===== src/rtl/phase_sequencer.sv =====
// Read/process/write burst sequencer with request/acknowledge handshakes, abort and error state.
// Define PHASE_SEQUENCER_TIMEOUT_EN to enable the READ/WRITE handshake timeout into ERROR.
module phase_sequencer #(
  parameter int PROC_CYCLES    = 4,
  parameter int CNT_W          = 8,
  parameter int ITER_W         = 4,
  parameter int TIMEOUT_CYCLES = 200
) (
  input  logic              clk,
  input  logic              reset,
  input  logic              start,
  input  logic              abort,
  input  logic [ITER_W-1:0] burst_len,
  output logic              rd_req,
  input  logic              rd_ack,
  output logic              proc_en,
  output logic              wr_req,
  input  logic              wr_ack,
  output logic              busy,
  output logic              done,
  output logic              err,
  output logic [2:0]        state,
  output logic [ITER_W-1:0] iter_cnt
);

  typedef enum logic [2:0] {
    S_IDLE  = 3'd0,
    S_READ  = 3'd1,
    S_PROC  = 3'd2,
    S_WRITE = 3'd3,
    S_ERROR = 3'd4
  } state_t;

`ifdef PHASE_SEQUENCER_TIMEOUT_EN
  localparam bit TO_EN = 1'b1;
`else
  localparam bit TO_EN = 1'b0;
`endif

  localparam logic [CNT_W-1:0] PROC_LAST = CNT_W'(PROC_CYCLES - 1);
  localparam logic [CNT_W-1:0] TO_LAST   = CNT_W'(TIMEOUT_CYCLES - 1);

  state_t              r_state, w_state_nxt;
  logic [CNT_W-1:0]    r_cnt, w_cnt_nxt;
  logic [ITER_W-1:0]   r_iter, w_iter_nxt;
  logic [ITER_W-1:0]   r_len, w_len_nxt;
  logic                r_done, w_done_nxt;
  logic                w_to_hit;
  logic                w_last;

  always_comb begin
    w_state_nxt = r_state;
    w_cnt_nxt   = r_cnt;
    w_iter_nxt  = r_iter;
    w_len_nxt   = r_len;
    w_done_nxt  = 1'b0;
    // counter sits at TO_LAST on the final allowed cycle; an ack that cycle still wins
    w_to_hit    = TO_EN && (r_cnt == TO_LAST);
    w_last      = (r_iter == r_len - ITER_W'(1));
    if (abort && r_state != S_IDLE) begin
      w_state_nxt = S_IDLE;
      w_iter_nxt  = '0;
      w_cnt_nxt   = '0;
    end else begin
      case (r_state)
        S_IDLE: if (start) begin
          w_state_nxt = S_READ;
          w_iter_nxt  = '0;
          w_cnt_nxt   = '0;
          w_len_nxt   = (burst_len == '0) ? ITER_W'(1) : burst_len;
        end
        S_READ: begin
          if (rd_ack) begin
            w_state_nxt = S_PROC;
            w_cnt_nxt   = '0;
          end else if (w_to_hit) begin
            w_state_nxt = S_ERROR;
            w_cnt_nxt   = '0;
          end else if (TO_EN) begin
            w_cnt_nxt = r_cnt + CNT_W'(1);
          end
        end
        S_PROC: begin
          if (r_cnt == PROC_LAST) begin
            w_state_nxt = S_WRITE;
            w_cnt_nxt   = '0;
          end else begin
            w_cnt_nxt = r_cnt + CNT_W'(1);
          end
        end
        S_WRITE: begin
          if (wr_ack) begin
            w_cnt_nxt = '0;
            if (w_last) begin
              w_state_nxt = S_IDLE;
              w_done_nxt  = 1'b1;
            end else begin
              w_state_nxt = S_READ;
              w_iter_nxt  = r_iter + ITER_W'(1);
            end
          end else if (w_to_hit) begin
            w_state_nxt = S_ERROR;
            w_cnt_nxt   = '0;
          end else if (TO_EN) begin
            w_cnt_nxt = r_cnt + CNT_W'(1);
          end
        end
        S_ERROR: ;
        default: w_state_nxt = S_IDLE;
      endcase
    end
  end

  always_ff @(posedge clk or posedge reset) begin
    if (reset) begin
      r_state <= S_IDLE;
      r_cnt   <= '0;
      r_iter  <= '0;
      r_len   <= ITER_W'(1);
      r_done  <= 1'b0;
    end else begin
      r_state <= w_state_nxt;
      r_cnt   <= w_cnt_nxt;
      r_iter  <= w_iter_nxt;
      r_len   <= w_len_nxt;
      r_done  <= w_done_nxt;
    end
  end

  assign rd_req   = (r_state == S_READ);
  assign proc_en  = (r_state == S_PROC);
  assign wr_req   = (r_state == S_WRITE);
  assign busy     = (r_state != S_IDLE);
  assign done     = r_done;
  assign state    = r_state;
  assign iter_cnt = r_iter;
`ifdef PHASE_SEQUENCER_TIMEOUT_EN
  assign err      = (r_state == S_ERROR);
`else
  assign err      = 1'b0;
`endif

endmodule


===== config.mk =====
export PLATFORM = sky130hd
export DESIGN_NAME = phase_sequencer
export DESIGN_NICKNAME = d
export VERILOG_FILES = /design/src/rtl/phase_sequencer.sv
export SDC_FILE = /design/constraint.sdc
export NUM_CORES = 1
export LEC_CHECK = 0
export CAP_MARGIN = 20
export CORE_ASPECT_RATIO = 0.6
export CORE_UTILIZATION = 55
export DETAILED_ROUTE_END_ITERATION = 16
export DONT_BUFFER_PORTS = 1
export GPL_ROUTABILITY_DRIVEN = 1
export PLACE_DENSITY = 0.83
export RECOVER_POWER = 50
export SKIP_LAST_GASP = 1
export SLEW_MARGIN = 40
export SYNTH_ARGS = -nofsm -noshare
export SYNTH_HDL_FRONTEND = slang
export SYNTH_SLANG_ARGS = --single-unit

===== constraint.sdc =====
create_clock -name clk -period 2.1 [get_ports clk]
set_input_delay 0.315 -clock clk [delete_from_list [all_inputs] [get_ports clk]]
set_output_delay 0.315 -clock clk [all_outputs]
set_load 0.005 [all_outputs]

==> key figures <==
Timing
  – Finish-stage setup viols: 0
  – Final min period: around 2 ns
  – Setup TNS: 0 ns
  – Clock skew: 0.00171 ns
  – Hold slack: around 0.07 ns
  – Final worst path period share: 97.7%
  – RSZ-0062 raised after global routing: yes
  – Pins Over Slew Limit: 0
  – Max Freq: 487 MHz
  – Final hold vios: 0
  – Rel. slew slack: about 50%
  – Tightest Pin Transition: about 0.75 ns

Global routing
  – Number of global-route vias before repair: between 900 and 1k
  – Largest net degree at the start of global routing: 20
  – Initial antenna violation count: 0
  – First-pass GRT wire length: between 4000 and 5000 µm
  – Overflow after GRT: 0
  – Total GRT Usage: 24.9%

Clock network
  – CTS max path bufs: 2
  – Hold Buf Count CTS: 0
  – Clk Latency, worst-skew pair: 0.26 ns
  – Clock sinks: 19
  – Inserted Clock Buffers: 3
  – H-tree levels: 1
  – CTS root buf: clkbuf_8
  – CTS tree: yes
  – CTS clk-pin slew, worst paths: 0.07 ns

Setup path
  – CP max stage delay: between 0.4 and 0.5 ns
  – CP Cell Sequence: inv_1, ha_1, nand2b_4, nand2_1, or3_2, a211o_2, o211ai_1
  – Reg2reg setup slack: 0.05 ns
  – Crit path DAT: 2.22 ns
  – Number of cells on the critical path: 7
  – Bufs and invs on worst path: 1
  – CP required: 2.27 ns
  – Slowest-stage cell, CP: or3_2
  – Worst R2R End: iter_cnt[3]
  – Critical Path End: iter_cnt[3]
  – R2R Path Start: state[0]
  – Critical Path Start: state[0]
  – Crit path capture type: flop
  – Family with the most delay on the worst path: simple AND/OR/NAND/NOR gates
  – CP Max Fanout: 4
  – R2R cell count: 7
  – Setup CP Type: flop to flop
  – Crit path launch type: flop

Logic synthesis
  – Yosys top cell area share: between 30% and 40%
  – Post-Syn Area: between 1000 and 1500 µm²
  – Syn Inst Count: approximately 120
  – Seq/Total Area, Yosys: ~39%
  – Yosys reg bits: 19
  – EDFF count, synth: 0
  – Average size of a mapped cell: about 10 µm²
  – Synth Warn #: 0
  – Top cells by area, synth: dfrtp_1 36%, ha_1 7.1%, xnor2_1 5.0%
  – Synth area leader: dfrtp_1
  – Share of synthesized registers carrying an async set or reset: 100%
  – Yosys cell types: 44
  – Primary FF master, synth: dfrtp_1

Place
  – Post-Place Cell Area: approximately 1300 µm²
  – Final HPWL DP: around 2000 µm
  – GPL Wtd Cong: 0.856
  – I/O Buffers: 0

Routing
  – Drt initial violations: between 60 and 70
  – Post-DRT Antenna Nets: 0
  – Via count: 973
  – Final wirelength: 2800 µm
  – # DRC: 0
  – Number of vias per cell: a little under 6
  – Routed length per instance: about 17 µm
  – Detailed Routing Iterations Pass 1: 4

Run status
  – Status: finished clean

Final layout
  – Final nets: 153
  – Area delta synth->final: 16.4%
  – Most frequent cells in the layout: 18 x dfrtp_1, 10 x buf_4, 8 x nand2_1, 8 x inv_1
  – Multi-input logic area: between 700 and 800 µm²
  – Register area: 477 µm²
  – Most common cell after layout, fill and taps aside: dfrtp_1
  – Share of cells above drive strength 1: between 20 and 30%
  – Number of fill cells: 156
  – # diodes: 0
  – Post-layout instance area: approximately 1400 µm²
  – Core Util, Final: 72.6%

Die
  – Die width: about 63 µm
  – # IOs: 23
  – Placeable Area: a little under 2000 µm²
  – Initial Util: between 60 and 70%
  – Die Height: 38.7 µm
  – Site Rows: 12
  – Die Area: approximately 2400 µm²

Pwr
  – Peak VDD IR: 879 µV
  – PD cells: 1280 nW/µm²
  – Leak: 0.620 nW

Flow run
  – Maxcap violations: 0

Worst hold path
  – Worst Hold Class: input port to asynchronous set/reset pin
## final cells by class
| class | instances | share of cell area, % |
|---|---|---|
| Sequential cell | 19 | 33.1 |
| Clock inverter | 1 | 0.348 |
| Clock buffer | 3 | 2.87 |
| Inverter | 9 | 2.35 |
| Timing Repair Buffer | 10 | 5.22 |
| Tap cell | 28 | 2.43 |
| Multi-Input combinational cell | 93 | 53.7 |
## report_power, final
group	switching [W]	internal (W)	leakage, nW
sequential	0.0000980	0.000450	0.251
combinational	0.000546	0.000483	0.344
clock	0.000126	0.000132	0.0255
## synthesized netlist by cell type, drive strengths merged, types with 2 or more instances
master,count
o41ai,2
nand2b,4
mux2,5
dfrtp,18
or3,2
o211ai,2
or4,2
nor2,8
o21a,3
o21ai,5
nand3,5
nor3,4
nand2,8
o31ai,3
xor2,2
buf,2
inv,9
a211o,3
a21oi,5
ha,7
xnor2,7
and3,2
## state kept, by name, indices dropped and copies added, names as in the netlist
name      flops
state         2
done          1
r_len         4
iter_cnt      4
r_cnt         8
## worst min path at each step
stage	to	slack [ns]	cells after the start
5_1_grt	r_cnt[6]	0.11	1
3_3_place_gp	done	0.36	1
2_1_floorplan	done	0.27	1
3_5_place_dp	r_cnt[6]	0.37	1
6_report	r_len[2]	0.07	1
4_1_cts	r_cnt[6]	0.09	1
## repair_timing
| item | in CTS | in global routing |
|---|---|---|
| setup endpoints to repair | 2 | 7 |
| setup buffers | 2 | 0 |
| pin swaps | 3 | 5 |
| resized for setup | 4 | 5 |
## cell families after synthesis
group                      count (synthesis)  share of synthesized area [%]
AOI/OAI and AO/OA                         27                           18.8
adders and majority gates                  7                           7.08
xor gates and xnor gates                   9                           6.38
muxes                                      6                           5.36
and+or+nand+nor                           42                           19.5
buffers and inverters                     11                           3.95
other                                      1                          0.303
DFF                                       19                           38.6
## metal layers
metal	track usage [%]	vias to the layer above	wire length, µm	share of wire, %
met5	0	-	0	0
met4	5.68	0	24	0.86
met3	9.41	4	186	6.6
met2	40.9	38	1250	45
met1	31.6	469	1340	48
li1	-	462	-	-
## stage by stage
step / total power (W) / worst slack (ns) / std cells
final: 0.00183 / 0.0485 / 163
after global placement: 0.00136 / 0.0645 / 157
after global routing: 0.00197 / -0.0585 / 163
after CTS: 0.00173 / 0.00627 / 163
after detailed placement: 0.00139 / -0.0171 / 157
after floorplan: 0.00118 / 0.0882 / 123
(Power assumes the default switching activity.)
